[config.mk]
export PLATFORM = sky130hd
export DESIGN_NAME = led_display
export DESIGN_NICKNAME = d
export VERILOG_FILES = /design/src/rtl/led_display_pkg.sv /design/src/rtl/led_display_seg7_decoder.sv /design/src/rtl/led_display.sv
export SDC_FILE = /design/constraint.sdc
export NUM_CORES = 1
export LEC_CHECK = 0
export BUFFER_PORTS_ARGS = -buffer_cell sky130_fd_sc_hd__buf_2
export CORE_MARGIN = 2
export CORE_UTILIZATION = 34
export CTS_CLUSTER_SIZE = 40
export DETAILED_ROUTE_END_ITERATION = 10
export SLEW_MARGIN = 40
export SYNTH_ARGS = -nofsm -noshare
export SYNTH_HDL_FRONTEND = slang
export SYNTH_HIERARCHICAL = 1
export SYNTH_SLANG_ARGS = --single-unit
[constraint.sdc]
create_clock -name CLK -period 2.61 [get_ports CLK]
set_input_delay 0.3915 -clock CLK [delete_from_list [all_inputs] [get_ports CLK]]
set_output_delay 0.3915 -clock CLK [all_outputs]
set_load 0.01 [all_outputs]
[src/rtl/led_display_pkg.sv]
// Shared constants for the four-digit seven-segment display peripheral:
// default bus address, active-low segment codes and anode encodings.
package led_display_pkg;

    localparam logic [7:0] DEFAULT_BASE_ADDR = 8'hD0;

    // Which of the four digit positions the scan is currently driving.
    typedef enum logic [1:0] {
        DIGIT0 = 2'd0,
        DIGIT1 = 2'd1,
        DIGIT2 = 2'd2,
        DIGIT3 = 2'd3
    } digit_e;

    // Active-low segment codes, bit order g..a (bit0 = segment a).
    localparam logic [6:0] SEG_HEX_0 = 7'h40;
    localparam logic [6:0] SEG_HEX_1 = 7'h79;
    localparam logic [6:0] SEG_HEX_2 = 7'h24;
    localparam logic [6:0] SEG_HEX_3 = 7'h30;
    localparam logic [6:0] SEG_HEX_4 = 7'h19;
    localparam logic [6:0] SEG_HEX_5 = 7'h12;
    localparam logic [6:0] SEG_HEX_6 = 7'h02;
    localparam logic [6:0] SEG_HEX_7 = 7'h78;
    localparam logic [6:0] SEG_HEX_8 = 7'h00;
    localparam logic [6:0] SEG_HEX_9 = 7'h10;
    localparam logic [6:0] SEG_HEX_A = 7'h08;
    localparam logic [6:0] SEG_HEX_B = 7'h03;
    localparam logic [6:0] SEG_HEX_C = 7'h46;
    localparam logic [6:0] SEG_HEX_D = 7'h21;
    localparam logic [6:0] SEG_HEX_E = 7'h06;
    localparam logic [6:0] SEG_HEX_F = 7'h0E;

    // Decimal point cathode level when unlit, and a fully blank digit.
    localparam logic       DP_OFF    = 1'b1;
    localparam logic [7:0] SEG_BLANK = 8'hFF;

    // Active-low anode selects; bit3 is the leftmost digit.
    localparam logic [3:0] SEL_DIGIT0 = 4'b1110;
    localparam logic [3:0] SEL_DIGIT1 = 4'b1101;
    localparam logic [3:0] SEL_DIGIT2 = 4'b1011;
    localparam logic [3:0] SEL_DIGIT3 = 4'b0111;
    localparam logic [3:0] SEL_NONE   = 4'b1111;

    // Anode pattern that lights exactly the given digit position.
    function automatic logic [3:0] digit_select(input digit_e digit);
        logic [3:0] sel;
        sel = SEL_NONE;
        case (digit)
            DIGIT0:  sel = SEL_DIGIT0;
            DIGIT1:  sel = SEL_DIGIT1;
            DIGIT2:  sel = SEL_DIGIT2;
            DIGIT3:  sel = SEL_DIGIT3;
            default: sel = SEL_NONE;
        endcase
        return sel;
    endfunction

endpackage

[src/rtl/led_display_seg7_decoder.sv]
// Hex nibble to active-low seven-segment pattern (g..a), purely combinational.
module seg7_decoder
    import led_display_pkg::*;
(
    input  logic [3:0] nibble,
    output logic [6:0] segments
);

    // Table lookup of the glyph for each hex value 0-F.
    always_comb begin
        segments = SEG_HEX_0;
        case (nibble)
            4'h0:    segments = SEG_HEX_0;
            4'h1:    segments = SEG_HEX_1;
            4'h2:    segments = SEG_HEX_2;
            4'h3:    segments = SEG_HEX_3;
            4'h4:    segments = SEG_HEX_4;
            4'h5:    segments = SEG_HEX_5;
            4'h6:    segments = SEG_HEX_6;
            4'h7:    segments = SEG_HEX_7;
            4'h8:    segments = SEG_HEX_8;
            4'h9:    segments = SEG_HEX_9;
            4'hA:    segments = SEG_HEX_A;
            4'hB:    segments = SEG_HEX_B;
            4'hC:    segments = SEG_HEX_C;
            4'hD:    segments = SEG_HEX_D;
            4'hE:    segments = SEG_HEX_E;
            4'hF:    segments = SEG_HEX_F;
            default: segments = SEG_HEX_0;
        endcase
    end

endmodule

[src/rtl/led_display.sv]
// Memory-mapped four-digit seven-segment display. Two write-only byte
// registers hold four hex digits that are time-multiplexed onto a
// common-anode display with active-low anodes and cathodes.
module led_display
    import led_display_pkg::*;
#(
    parameter logic [7:0] BASE_ADDR = DEFAULT_BASE_ADDR,
    parameter int         SCAN_BITS = 12
) (
    input  logic       CLK,
    input  logic       RESET,
    input  logic [7:0] BUS_ADDR,
    input  logic [7:0] BUS_DATA,
    input  logic       BUS_WE,
    output logic [3:0] DISP_SEL_OUT,
    output logic [7:0] DISP_OUT
);

    localparam logic [7:0] RIGHT_ADDR = BASE_ADDR + 8'd1;

    logic [7:0]           left_reg;
    logic [7:0]           right_reg;
    logic [SCAN_BITS-1:0] scan_cnt;
    digit_e               scan_digit;
    logic [3:0]           scan_nibble;
    logic [6:0]           scan_segments;

    // Capture bus writes aimed at either of the two digit-pair registers.
    always_ff @(posedge CLK or negedge RESET) begin
        if (!RESET) begin
            left_reg  <= 8'h00;
            right_reg <= 8'h00;
        end else if (BUS_WE) begin
            if (BUS_ADDR == BASE_ADDR) begin
                left_reg <= BUS_DATA;
            end else if (BUS_ADDR == RIGHT_ADDR) begin
                right_reg <= BUS_DATA;
            end
        end
    end

    // Free-running refresh counter; its top two bits pick the lit digit.
    always_ff @(posedge CLK or negedge RESET) begin
        if (!RESET) begin
            scan_cnt <= '0;
        end else begin
            scan_cnt <= scan_cnt + SCAN_BITS'(1);
        end
    end

    assign scan_digit = digit_e'(scan_cnt[SCAN_BITS-1 -: 2]);

    // Route the nibble belonging to the currently scanned digit.
    always_comb begin
        scan_nibble = right_reg[3:0];
        case (scan_digit)
            DIGIT0:  scan_nibble = right_reg[3:0];
            DIGIT1:  scan_nibble = right_reg[7:4];
            DIGIT2:  scan_nibble = left_reg[3:0];
            DIGIT3:  scan_nibble = left_reg[7:4];
            default: scan_nibble = right_reg[3:0];
        endcase
    end

    seg7_decoder u_seg7_decoder (
        .nibble   (scan_nibble),
        .segments (scan_segments)
    );

    // Register anode and cathode together so they switch on the same edge.
    always_ff @(posedge CLK or negedge RESET) begin
        if (!RESET) begin
            DISP_SEL_OUT <= SEL_NONE;
            DISP_OUT     <= SEG_BLANK;
        end else begin
            DISP_SEL_OUT <= digit_select(scan_digit);
            DISP_OUT     <= {DP_OFF, scan_segments};
        end
    end

endmodule

==> reports/qor.txt <==
STATUS
--------------------------------------------------------------------------------------
Run status                                                                   completed

POWER
--------------------------------------------------------------------------------------
Register share of total power                                                    0.522
NetSw                                                                           261 µW
Combinational group share of total power                                         0.079
Internal Dissipation                                                            964 µW
Final Total Pwr                                                                1.23 mW
Leak pwr                                                                       1.00 nW
Maximum vdd ir drop                                                         0.000237 V
Part of the total power dissipated in the clock network                          0.399
Fraction of power spent switching nets                                           0.213
Pwr Density                                                                 571 nW/µm²

FINISH
--------------------------------------------------------------------------------------
Share of post-route cells with drive strength above 1                            0.451
Area overhead of the layout relative to synthesis                                16.7%
Final nets                                                                         188
Final Core Density                                                               0.415
Max FFs per register                                                                12
Highest-count cells in the layout ignoring fill and taps                  28 x sky130_fd_sc_hd__buf_2, 28 x sky130_fd_sc_hd__dfrtp_1, 11 x sky130_fd_sc_hd__dfstp_2
Layout filler cell count                                                           477
Diodes inserted                                                                      0

JOB
--------------------------------------------------------------------------------------
Max_cap viols                                                                        0

PLACE
--------------------------------------------------------------------------------------
Weighted congestion reported at the end of routability-driven placement          0.796
HPWL Detailed                                                                  2340 µm
Number of buffers added on ports                                                    29
Post-placement worst setup slack                                                482 ps

FLOORPLANNING
--------------------------------------------------------------------------------------
Die width                                                                      77.6 µm
Die outline area                                                              6010 µm²
Number of placed I/O pins                                                           31
Row count                                                                           26
Initial core utilization                                                         0.356
Vert. Die Dim                                                                  77.6 µm
Core Box Area                                                                 5170 µm²

YOSYS
--------------------------------------------------------------------------------------
Synth Warn #                                                                         6
Top post-synthesis cells by area                                          sky130_fd_sc_hd__dfrtp_1 38%, sky130_fd_sc_hd__dfstp_2 16%, sky130_fd_sc_hd__mux2_4 6.5%, sky130_fd_sc_hd__mux2_2 5.5%, sky130_fd_sc_hd__ha_1 5.4%
Number of cells produced by synthesis                                              131
Cell area after synthesis                                                     1840 µm²
Post-Syn Area per Cell                                                        14.0 µm²
Dominant register cell in the synthesized netlist                         sky130_fd_sc_hd__dfrtp_1
Post-Synthesis Net Count                                                           158
Leading area contributor after synthesis                                  sky130_fd_sc_hd__dfrtp_1
Count of flip-flops with a built-in enable after synthesis                           0
Area share of the largest cell type after synthesis                              0.381
Async S/R FF share, synth                                                         1.00
Number of flip-flops and latches in the synthesized netlist                         39
Number of different library cells in the post-synthesis netlist                     34
Proportion of synthesized chip area in sequential cells                          0.538

CRITICAL PATH
--------------------------------------------------------------------------------------
FF-to-FF setup slack                                                            470 ps
CP Data Arrival Time                                                           2340 ps
Startpoint type of the worst setup path                                           flop
CP Max Fanout                                                                        8
Critical path required time                                                    2810 ps
Category of the worst setup path capture point                                    flop
Worst setup path category                                                   reg -> reg

GLOBAL ROUTING
--------------------------------------------------------------------------------------
Largest net degree at the start of global routing                                   40
Wire length of the first global-routing pass                                   5380 µm
Antenna violations before repair                                                     0
Total Routing Usage GR                                                           0.117
Number of global-route vias before repair                                         1181
Grt total ovfl                                                                       0

TIMING
--------------------------------------------------------------------------------------
Worst Tran Pin Value                                                            625 ps
RSZ-0062 raised after global routing                                             false
Worst Clk Skew                                                                 7.36 ps
Final total negative setup slack                                                  0 ps
Setup Viol. Count Final                                                              0
Slack of the critical path                                                      468 ps
Final Max Tran Viols                                                                 0
Final critical-path required period                                            2140 ps
Maximum achievable frequency                                                   467 MHz
Final number of hold-violating endpoints                                             0
Worst slew slack as a fraction of its limit                                      0.581
Final period util                                                                0.821

CLOCK NETWORK
--------------------------------------------------------------------------------------
Num CTS Buffers                                                                      5
H-Tree Depth                                                                         2
Clock transition at the registers of the reported paths                          80 ps
Clock buffer depth                                                                   2
Total clock sinks                                                                   39
Number of setup buffers added after CTS                                              0
CTS root buffer                                                           sky130_fd_sc_hd__clkbuf_8
TritonCTS clock tree                                                               yes
Gates resized, CTS repair                                                            0
Insertion delay of the later-clocked pin in the worst-skew pair                 290 ps
Cts-stage hold buffer count                                                          0

ROUTE
--------------------------------------------------------------------------------------
Vias per inst                                                                     4.77
Post-detailed-route DRC marker count                                                 0
DRT Pass-1 Iters                                                                     4
Detailed Route WL                                                              3070 µm
Detailed router's first-iteration violation count                                   27
Detailed-route wire length per cell                                            13.2 µm
Routed vias                                                                       1106
ANT nets after route                                                                 0

WORST HOLD PATH
--------------------------------------------------------------------------------------
Path class of the lowest-slack min-delay path                              in -> async

-- routing by layer --
layer | GRT usage | vias up | wire (µm)
li1 | - | 517 | -
met1 | 0.139 | 551 | 1330
met2 | 0.190 | 31 | 1500
met3 | 0.0384 | 7 | 179
met4 | 0.0589 | 0 | 60
met5 | 0 | - | 0
-- path summary, 6_finish.rpt --
| path | start | cells past startpoint | to |
|---|---|---|---|
| max in group asynchronous | RESET | 1 | DISP_SEL_OUT[0] |
| max | scan_cnt[10] | 6 | DISP_OUT[3] |
| max reg2reg | scan_cnt[10] | 6 | DISP_OUT[3] |
| min | RESET | 1 | scan_cnt[9] |
| min in group CLK | BUS_DATA[4] | 2 | right_reg[4] |
| min reg2reg | scan_cnt[0] | 1 | scan_cnt[0] |
-- cell families after synthesis --
| family | share of synthesized area |
|---|---|
| flops | 0.538 |
| buf+inv | 0.0354 |
| fa+ha+maj | 0.0544 |
| simple gates | 0.0939 |
| xor+xnor | 0.0476 |
| compound gates | 0.0231 |
| other cells | 0.00204 |
| mux | 0.205 |
-- synth_stat cells (2+ instances only) --
master,instances
sky130_fd_sc_hd__ha_1,8
sky130_fd_sc_hd__buf_6,2
sky130_fd_sc_hd__nand2b_1,2
sky130_fd_sc_hd__inv_1,5
sky130_fd_sc_hd__clkbuf_1,3
sky130_fd_sc_hd__nand4_1,4
sky130_fd_sc_hd__xnor2_1,9
sky130_fd_sc_hd__o21ai_0,2
sky130_fd_sc_hd__nand2_1,4
sky130_fd_sc_hd__mux2_2,9
sky130_fd_sc_hd__nand3_1,4
sky130_fd_sc_hd__a22o_1,2
sky130_fd_sc_hd__dfrtp_1,28
sky130_fd_sc_hd__mux4_2,4
sky130_fd_sc_hd__nor2_1,5
sky130_fd_sc_hd__mux2i_1,4
sky130_fd_sc_hd__and4_1,2
sky130_fd_sc_hd__mux2_4,8
sky130_fd_sc_hd__dfstp_2,11
-- critical path: stages (launching register included) --
cell	delay [ps]
sky130_fd_sc_hd__dfrtp_1	420
sky130_fd_sc_hd__buf_4	190
sky130_fd_sc_hd__mux4_2	600
sky130_fd_sc_hd__inv_1	170
sky130_fd_sc_hd__ha_1	150
sky130_fd_sc_hd__inv_1	50
sky130_fd_sc_hd__mux4_1	480
-- through the flow --
stage | hold slack [ps] | area, µm² | instances
2_1_floorplan | 95.9 | 1840 | 131
3_3_place_gp | 429 | 2030 | 224
3_5_place_dp | 437 | 2030 | 224
4_1_cts | 225 | 2140 | 232
5_1_grt | 98.8 | 2150 | 232
6_report | 57.7 | 2150 | 232
-- layout make-up --
cell class / count / area, µm² / share of cell area
clock buffer: 6 / 72.6 / 0.0338
clock inverter: 2 / 37.5 / 0.0175
inverter: 5 / 18.8 / 0.00875
multi-input combinational: 80 / 785 / 0.366
sequential: 39 / 990 / 0.461
tap: 70 / 87.6 / 0.0408
timing repair buffer: 30 / 155 / 0.0723
-- power groups by stage --
| stage | clock, mW | combinational, mW | sequential [mW] |
|---|---|---|---|
| 6_report | 0.489 | 0.0963 | 0.640 |
| 5_1_grt | 0.524 | 0.107 | 0.642 |
| 4_1_cts | 0.502 | 0.0982 | 0.640 |
| 3_5_place_dp | 0 | 0.0978 | 0.651 |
| 3_3_place_gp | 0 | 0.0938 | 0.652 |
| 2_1_floorplan | 0 | 0.0516 | 0.655 |
(Power assumes the default switching activity.)
